### src/rtl/alu_issue_queue_if.sv
`default_nettype none
// ============================================================================
// alu_issue_queue_if : insert / wakeup / issue bus of the ALU issue queue
// Rev 1.0
// ============================================================================
interface alu_issue_queue_if #(
  parameter int DEPTH     = 8,
  parameter int PREG_W    = 6,
  parameter int ALID_W    = 5,
  parameter int PAYLOAD_W = 64
);
  localparam int c_CNT_W = $clog2(DEPTH) + 1;

  logic                        i_flush;
  logic [1:0]                  i_ins_valid;
  logic [1:0][PREG_W-1:0]      i_ins_rs;
  logic [1:0][PREG_W-1:0]      i_ins_rt;
  logic [1:0]                  i_ins_rs_rdy;
  logic [1:0]                  i_ins_rt_rdy;
  logic [1:0][ALID_W-1:0]      i_ins_alid;
  logic [1:0][PAYLOAD_W-1:0]   i_ins_payload;
  logic                        o_ins_stall;
  logic [1:0]                  i_wb_valid;
  logic [1:0][PREG_W-1:0]      i_wb_tag;
  logic                        o_iss_valid;
  logic                        i_iss_ready;
  logic [PREG_W-1:0]           o_iss_rs;
  logic [PREG_W-1:0]           o_iss_rt;
  logic [ALID_W-1:0]           o_iss_alid;
  logic [PAYLOAD_W-1:0]        o_iss_payload;
  logic [c_CNT_W-1:0]          o_count;

  modport slave (
    input  i_flush, i_ins_valid, i_ins_rs, i_ins_rt, i_ins_rs_rdy, i_ins_rt_rdy,
           i_ins_alid, i_ins_payload, i_wb_valid, i_wb_tag, i_iss_ready,
    output o_ins_stall, o_iss_valid, o_iss_rs, o_iss_rt, o_iss_alid,
           o_iss_payload, o_count
  );

  modport master (
    output i_flush, i_ins_valid, i_ins_rs, i_ins_rt, i_ins_rs_rdy, i_ins_rt_rdy,
           i_ins_alid, i_ins_payload, i_wb_valid, i_wb_tag, i_iss_ready,
    input  o_ins_stall, o_iss_valid, o_iss_rs, o_iss_rt, o_iss_alid,
           o_iss_payload, o_count
  );
endinterface
`default_nettype wire

### src/rtl/alu_issue_queue.sv
`default_nettype none
// ============================================================================
// alu_issue_queue : age-ordered collapsing issue queue, oldest-ready select
// Rev 1.0
// ============================================================================
module alu_issue_queue #(
  parameter int DEPTH     = 8,
  parameter int PREG_W    = 6,
  parameter int ALID_W    = 5,
  parameter int PAYLOAD_W = 64
) (
  input  logic              clk,
  input  logic              rst,
  alu_issue_queue_if.slave  bus
);
  localparam int                 c_IDX_W = $clog2(DEPTH);
  localparam int                 c_CNT_W = c_IDX_W + 1;
  localparam logic [c_CNT_W-1:0] c_DEPTH = c_CNT_W'(DEPTH);

  logic [DEPTH-1:0]     r_valid, r_rs_rdy, r_rt_rdy;
  logic [PREG_W-1:0]    r_rs [DEPTH];
  logic [PREG_W-1:0]    r_rt [DEPTH];
  logic [ALID_W-1:0]    r_alid [DEPTH];
  logic [PAYLOAD_W-1:0] r_payload [DEPTH];
  logic [c_CNT_W-1:0]   r_count;

  logic [DEPTH-1:0]     w_nxt_valid, w_nxt_rs_rdy, w_nxt_rt_rdy, w_shift;
  logic [PREG_W-1:0]    w_nxt_rs [DEPTH];
  logic [PREG_W-1:0]    w_nxt_rt [DEPTH];
  logic [ALID_W-1:0]    w_nxt_alid [DEPTH];
  logic [PAYLOAD_W-1:0] w_nxt_payload [DEPTH];
  logic [c_CNT_W-1:0]   w_nxt_count, w_ins_cnt, w_free, w_base, w_pos0, w_pos1;
  logic                 w_sel_found, w_issue, w_stall, w_do_ins;
  logic [c_IDX_W-1:0]   w_sel_idx;

  function automatic logic f_wb_hit(input logic [PREG_W-1:0] tag,
                                    input logic [1:0] vld,
                                    input logic [1:0][PREG_W-1:0] tags);
    return (vld[0] && (tags[0] == tag)) || (vld[1] && (tags[1] == tag));
  endfunction

  // Descending scan: the last hit written is the lowest (oldest) index.
  always_comb begin
    w_sel_found = 1'b0;
    w_sel_idx   = '0;
    for (int i = DEPTH - 1; i >= 0; i--) begin
      if (r_valid[i] && r_rs_rdy[i] && r_rt_rdy[i]) begin
        w_sel_found = 1'b1;
        w_sel_idx   = c_IDX_W'(i);
      end
    end
  end

  assign bus.o_iss_valid   = w_sel_found;
  assign bus.o_iss_rs      = r_rs[w_sel_idx];
  assign bus.o_iss_rt      = r_rt[w_sel_idx];
  assign bus.o_iss_alid    = r_alid[w_sel_idx];
  assign bus.o_iss_payload = r_payload[w_sel_idx];
  assign bus.o_count       = r_count;

  assign w_ins_cnt = c_CNT_W'(bus.i_ins_valid[0]) + c_CNT_W'(bus.i_ins_valid[1]);
  assign w_free    = c_DEPTH - r_count;
  assign w_stall   = (w_free < w_ins_cnt);
  assign bus.o_ins_stall = w_stall;

  assign w_issue  = w_sel_found & bus.i_iss_ready;
  assign w_do_ins = ~w_stall & ~bus.i_flush;
  assign w_base   = r_count - c_CNT_W'(w_issue);
  assign w_pos0   = w_base;
  assign w_pos1   = w_base + c_CNT_W'(bus.i_ins_valid[0]);

  always_comb begin
    for (int i = 0; i < DEPTH; i++) begin
      w_shift[i] = w_issue && (c_IDX_W'(i) >= w_sel_idx);
    end
  end

  // Compact over the issued slot, wake up the survivors, then append inserts.
  always_comb begin
    for (int i = 0; i < DEPTH; i++) begin
      w_nxt_valid[i]   = r_valid[i];
      w_nxt_rs_rdy[i]  = r_rs_rdy[i];
      w_nxt_rt_rdy[i]  = r_rt_rdy[i];
      w_nxt_rs[i]      = r_rs[i];
      w_nxt_rt[i]      = r_rt[i];
      w_nxt_alid[i]    = r_alid[i];
      w_nxt_payload[i] = r_payload[i];
    end
    for (int i = 0; i < DEPTH - 1; i++) begin
      if (w_shift[i]) begin
        w_nxt_valid[i]   = r_valid[i+1];
        w_nxt_rs_rdy[i]  = r_rs_rdy[i+1];
        w_nxt_rt_rdy[i]  = r_rt_rdy[i+1];
        w_nxt_rs[i]      = r_rs[i+1];
        w_nxt_rt[i]      = r_rt[i+1];
        w_nxt_alid[i]    = r_alid[i+1];
        w_nxt_payload[i] = r_payload[i+1];
      end
    end
    if (w_shift[DEPTH-1]) begin
      w_nxt_valid[DEPTH-1] = 1'b0;
    end
    for (int i = 0; i < DEPTH; i++) begin
      w_nxt_rs_rdy[i] = w_nxt_rs_rdy[i] | f_wb_hit(w_nxt_rs[i], bus.i_wb_valid, bus.i_wb_tag);
      w_nxt_rt_rdy[i] = w_nxt_rt_rdy[i] | f_wb_hit(w_nxt_rt[i], bus.i_wb_valid, bus.i_wb_tag);
    end
    for (int i = 0; i < DEPTH; i++) begin
      for (int s = 0; s < 2; s++) begin
        if (w_do_ins && bus.i_ins_valid[s] &&
            (c_CNT_W'(i) == ((s == 0) ? w_pos0 : w_pos1))) begin
          w_nxt_valid[i]   = 1'b1;
          w_nxt_rs[i]      = bus.i_ins_rs[s];
          w_nxt_rt[i]      = bus.i_ins_rt[s];
          w_nxt_rs_rdy[i]  = bus.i_ins_rs_rdy[s] |
                             f_wb_hit(bus.i_ins_rs[s], bus.i_wb_valid, bus.i_wb_tag);
          w_nxt_rt_rdy[i]  = bus.i_ins_rt_rdy[s] |
                             f_wb_hit(bus.i_ins_rt[s], bus.i_wb_valid, bus.i_wb_tag);
          w_nxt_alid[i]    = bus.i_ins_alid[s];
          w_nxt_payload[i] = bus.i_ins_payload[s];
        end
      end
    end
    w_nxt_count = w_base + (w_do_ins ? w_ins_cnt : '0);
  end

  always_ff @(posedge clk or posedge rst) begin
    if (rst) begin
      r_valid  <= '0;
      r_rs_rdy <= '0;
      r_rt_rdy <= '0;
      r_count  <= '0;
    end else begin
      r_rs_rdy <= w_nxt_rs_rdy;
      r_rt_rdy <= w_nxt_rt_rdy;
      if (bus.i_flush) begin
        r_valid <= '0;
        r_count <= '0;
      end else begin
        r_valid <= w_nxt_valid;
        r_count <= w_nxt_count;
      end
    end
  end

  // Tag and payload fields are qualified by r_valid and need no reset.
  always_ff @(posedge clk) begin
    r_rs      <= w_nxt_rs;
    r_rt      <= w_nxt_rt;
    r_alid    <= w_nxt_alid;
    r_payload <= w_nxt_payload;
  end

  a_count_bound: assert property (@(posedge clk) disable iff (rst) r_count <= c_DEPTH);

endmodule
`default_nettype wire

### src/flat_wrapper.sv
// flat-port wrapper written by rule: the top's interface ports become plain ports
module alu_issue_queue_flat 
#(
  parameter int DEPTH     = 8,
  parameter int PREG_W    = 6,
  parameter int ALID_W    = 5,
  parameter int PAYLOAD_W = 64
)
  (clk, rst, bus_i_flush, bus_i_ins_valid, bus_i_ins_rs, bus_i_ins_rt, bus_i_ins_rs_rdy, bus_i_ins_rt_rdy, bus_i_ins_alid, bus_i_ins_payload, bus_i_wb_valid, bus_i_wb_tag, bus_i_iss_ready, bus_o_ins_stall, bus_o_iss_valid, bus_o_iss_rs, bus_o_iss_rt, bus_o_iss_alid, bus_o_iss_payload, bus_o_count);
  alu_issue_queue_if #(.DEPTH(DEPTH), .PREG_W(PREG_W), .ALID_W(ALID_W), .PAYLOAD_W(PAYLOAD_W)) bus_i ();
  input  logic clk;
  input  logic rst;
  input wire logic [$bits(bus_i.i_flush)-1:0] bus_i_flush;
  input wire logic [$bits(bus_i.i_ins_valid)-1:0] bus_i_ins_valid;
  input wire logic [$bits(bus_i.i_ins_rs)-1:0] bus_i_ins_rs;
  input wire logic [$bits(bus_i.i_ins_rt)-1:0] bus_i_ins_rt;
  input wire logic [$bits(bus_i.i_ins_rs_rdy)-1:0] bus_i_ins_rs_rdy;
  input wire logic [$bits(bus_i.i_ins_rt_rdy)-1:0] bus_i_ins_rt_rdy;
  input wire logic [$bits(bus_i.i_ins_alid)-1:0] bus_i_ins_alid;
  input wire logic [$bits(bus_i.i_ins_payload)-1:0] bus_i_ins_payload;
  input wire logic [$bits(bus_i.i_wb_valid)-1:0] bus_i_wb_valid;
  input wire logic [$bits(bus_i.i_wb_tag)-1:0] bus_i_wb_tag;
  input wire logic [$bits(bus_i.i_iss_ready)-1:0] bus_i_iss_ready;
  output wire logic [$bits(bus_i.o_ins_stall)-1:0] bus_o_ins_stall;
  output wire logic [$bits(bus_i.o_iss_valid)-1:0] bus_o_iss_valid;
  output wire logic [$bits(bus_i.o_iss_rs)-1:0] bus_o_iss_rs;
  output wire logic [$bits(bus_i.o_iss_rt)-1:0] bus_o_iss_rt;
  output wire logic [$bits(bus_i.o_iss_alid)-1:0] bus_o_iss_alid;
  output wire logic [$bits(bus_i.o_iss_payload)-1:0] bus_o_iss_payload;
  output wire logic [$bits(bus_i.o_count)-1:0] bus_o_count;
  assign bus_i.i_flush = bus_i_flush;
  assign bus_i.i_ins_valid = bus_i_ins_valid;
  assign bus_i.i_ins_rs = bus_i_ins_rs;
  assign bus_i.i_ins_rt = bus_i_ins_rt;
  assign bus_i.i_ins_rs_rdy = bus_i_ins_rs_rdy;
  assign bus_i.i_ins_rt_rdy = bus_i_ins_rt_rdy;
  assign bus_i.i_ins_alid = bus_i_ins_alid;
  assign bus_i.i_ins_payload = bus_i_ins_payload;
  assign bus_i.i_wb_valid = bus_i_wb_valid;
  assign bus_i.i_wb_tag = bus_i_wb_tag;
  assign bus_i.i_iss_ready = bus_i_iss_ready;
  assign bus_o_ins_stall = bus_i.o_ins_stall;
  assign bus_o_iss_valid = bus_i.o_iss_valid;
  assign bus_o_iss_rs = bus_i.o_iss_rs;
  assign bus_o_iss_rt = bus_i.o_iss_rt;
  assign bus_o_iss_alid = bus_i.o_iss_alid;
  assign bus_o_iss_payload = bus_i.o_iss_payload;
  assign bus_o_count = bus_i.o_count;
  alu_issue_queue #(.DEPTH(DEPTH), .PREG_W(PREG_W), .ALID_W(ALID_W), .PAYLOAD_W(PAYLOAD_W)) u_core (.clk(clk), .rst(rst), .bus(bus_i));
endmodule
### config.mk
export PLATFORM = sky130hd
export DESIGN_NAME = alu_issue_queue_flat
export DESIGN_NICKNAME = d
export VERILOG_FILES = /design/src/rtl/alu_issue_queue_if.sv /design/src/rtl/alu_issue_queue.sv /design/src/flat_wrapper.sv
export SDC_FILE = /design/constraint.sdc
export NUM_CORES = 2
export LEC_CHECK = 0
export ABC_AREA = 1
export CORE_UTILIZATION = 30
export CTS_CLUSTER_DIAMETER = 60
export DETAILED_ROUTE_END_ITERATION = 8
export PLACE_DENSITY = 0.5
export SYNTH_ARGS = -nofsm -noshare
export SYNTH_HDL_FRONTEND = slang
export SYNTH_SLANG_ARGS = --single-unit
export TNS_END_PERCENT = 50
### constraint.sdc
create_clock -name clk -period 5.9 [get_ports clk]
set_input_delay 0.885 -clock clk [delete_from_list [all_inputs] [get_ports clk]]
set_output_delay 0.885 -clock clk [all_outputs]
set_load 0.02 [all_outputs]
==> summary.md <==
| Metric | Value |
|---|---|
| Outcome | complete, no violations |
| Highest Clock Rate | 0.183 GHz |
| CP Max Fanout | 26 |
| Post-synth net total | 5,440 |
| Min-Delay Path Class | reg2reg |
| Clk pin slew, worst setup/hold paths | 60 ps |
| # hold bufs at CTS | 0 |
| Total Power | 29.2 mW |
| Placed cell areas | 46,500 µm² |
| Post-CTS Setup Bufs | 0 |
| Final setup vio count | 0 |
| Largest net degree at the start of global routing | 212 |
| Final WS setup | 435 ps |
| Finished Cell Area | 49,700 µm² |
| Total I/O pin count | 273 |
| CP Cell Sequence | nand3_2 -> nand2_1 -> inv_2 -> nand2_4 -> nor2_1 -> nor2_4 -> o21ai_0 -> o2111ai_1 -> clkdlybuf4s50_1 |
| Yosys synthesis warning count | 0 |
| Final ANT Viol Nets | 0 |
| Clock root buffer | clkbuf_16 |
| Cell area after synthesis | 41,700 µm² |
| WHS | 579 ps |
| Number of synthesized flops with an enable pin | 564 |
| Clock Path Buffers | 3 |
| Setup Skew | 57.3 ps |
| Kind of end point of the critical path | primary output |
| Post-route setup TNS | 0 ps |
| Post-cts repair resize count | 0 |
| Worst path max stage delay | 930 ps |
| CP Launch Type | flop |
| Layout cells sized above 1 | 0.0628 |
| Slew HR | 0.194 |
| Place WS | 879 ps |
| Drt total wl | 196 mm |
| Area of the core | 138,000 µm² |
| Max VDD drop | 0.365 mV |
| Initial antenna violation count | 3 |
| CTS tree | built |
| Die area | 141,000 µm² |
| Util after Layout | 0.361 |
| Mapped Cells | 5,244 |
| Setup CP Type | reg2out |
| Vias in the first global route | 40,000 |
| First-iteration detailed-routing DRC count | 5,854 |
| Min cycle time layout | 5470 ps |
| Area grow syn2layout | 19.2% |
| Mean Syn Cell Area | 7.96 µm² |
| Fin nets | 5,502 |
| Clk Latency, worst-skew pair | 740 ps |
| Die Span Y | 375 µm |
| Input/output buffers | 272 |
| Critical Path RT | 5020 ps |
| Post-DP HPWL | 114 mm |
| Fin crit share | 0.926 |
| Slew @ Worst Pin | 1210 ps |
| Non-filler cells, final | 7,177 |
| Pre-antenna DRT Iters | 8 |
| RSZ-0062 raised after global routing | no |
| Yosys top cell by area | edfxtp_1 |
| Final hold vios | 0 |
| Die X | 375 µm |
| P_leak | 19.1 nW |
| Most area-consuming cells after synthesis | edfxtp_1 (41%), a21oi_1 (11%), o21ai_0 (9.7%) |
| H-tree depth | 3 |
| Placed Instances | 7,001 |
| Crit path DAT | 4580 ps |
| Sequential fraction of the synthesis area | 0.463 |
| Commonest cells in the netlist | a21oi_1 (956), o21ai_0 (805), nand2_1 (713) |
| TritonCTS Sinks | 676 |
| GR Util All Layers | 0.270 |
| Initial core utilization | 0.303 |
| Power per cell area | 587 nW/µm² |
| First-pass GRT wire length | 282 mm |
| Distinct cells, synth | 59 |
| Num CTS Buffers | 97 |
| Row cnt | 136 |
| DRC violation count after routing | 0 |
| Synth Flop Type | edfxtp_1 |
| Post-synth ARST share | 0.0414 |
| DR WL/cell | 27.4 µm |
| Max Cap Violations | 0 |
| Most frequent cell after synthesis | a21oi_1 |
| Yosys top cell area share | 0.406 |
| Remaining global-route overflow | 0 |
| #FFs+latches synth | 676 |
| Critical Path Slowest Stage Cell | nor2_4 |
| Final Max Slew Viols | 0 |
| Routability Congestion | 0.970 |
| DR vias | 42,700 |
| DR vias/cell | 5.95 |
## path summary, 6_finish.rpt
kind | startpoint | endpoint | slack, ps | cells past startpoint
worst max-delay path | u_core.r_rs_rdy[0]$_DFF_PP0_ | bus_o_iss_payload[0] | 430 | 9
worst min-delay path | u_core.r_valid[5]$_DFFE_PP0P_ | u_core.r_valid[4]$_DFFE_PP0P_ | 580 | 2
worst max register to register | u_core.r_rs_rdy[0]$_DFF_PP0_ | u_core.r_rt[10]$_DFF_P_ | 1090 | 17
worst min register to register | u_core.r_valid[5]$_DFFE_PP0P_ | u_core.r_valid[4]$_DFFE_PP0P_ | 580 | 2
max in group asynchronous | rst | u_core.r_valid[0]$_DFFE_PP0P_ | 4960 | 3
min in group asynchronous | rst | u_core.r_rs_rdy[6]$_DFF_PP0_ | 620 | 3
## cell families (layout without fill, tap and decap cells)
kind of cell / count (synthesis) / in the layout / synth area share
XOR/XNOR: 43 / 43 / 0.00966
flip-flops: 676 / 676 / 0.463
AO/OA/AOI/OAI: 2438 / 2438 / 0.321
AND/OR/NAND/NOR: 1220 / 1220 / 0.120
adder cells (fa/ha/maj): 10 / 10 / 0.00318
other: 0 / 1 / 0
buffers and inverters: 857 / 995 / 0.0833
## worst max-delay path, delay by kind of cell (launching register included)
kind | cells | cell delay (ps)
buffers and inverters | 2 | 850
AND/OR/NAND/NOR | 5 | 1500
flip-flops | 1 | 430
AO/OA/AOI/OAI | 2 | 1060
## final cells by class
type | count | area, µm²
inverters | 420 | 1620
diodes | 1 | 2.50
multi-input cells | 3711 | 19100
flip-flops and latches | 676 | 19300
clock inverters | 59 | 687
well taps | 1794 | 2240
repair buffers | 400 | 4210
clock buffers | 116 | 2520
fillers | 14300 | 87900
## registers in the layout (all words and copies together) (netlist names)
| name | cells |
|---|---|
| u_core.r_rs | 48 |
| u_core.r_rt_rdy | 8 |
| u_core.r_payload | 512 |
| u_core.r_valid | 8 |
| u_core.r_rt | 48 |
| u_core.r_alid | 40 |
| u_core.bus.o_count | 4 |
| u_core.r_rs_rdy | 8 |
## power breakdown
| group | switching [mW] | internal [mW] | total (mW) |
|---|---|---|---|
| registers | 0.976 | 8.01 | 8.99 |
| clock network | 2.46 | 3.54 | 6.00 |
| logic | 9.54 | 4.67 | 14.2 |
| total | 13.0 | 16.2 | 29.2 |
## layer usage
metal | GRT usage | routed length [µm] | vias up
met1 | 0.369 | 80900 | 20500
met4 | 0.0976 | 7060 | 2
met5 | 0 | 7 | -
met3 | 0.0505 | 20400 | 435
met2 | 0.423 | 88100 | 2734
li1 | - | - | 19000
## placed cells by master, fill, tap and decap left out, drive strengths merged, types with 11 or more instances in the layout
cell type      netlist  routed
nand4               17      17
nor3                26      26
clkbuf             273     116
dfxtp               84      84
dfrtp               28      28
clkinv               9      48
a21oi              956     956
o22ai               62      62
o211ai             183     183
clkdlybuf4s50        0     272
edfxtp             564     564
nand3              134     134
o21a                71      71
nor2               304     304
inv                411     418
o2111ai             88      88
bufinv               0      11
xor2                35      35
buf                164     128
nand2              727     727
o21ai             1038    1038
No activity file was read; power rests on OpenSTA's default activity.
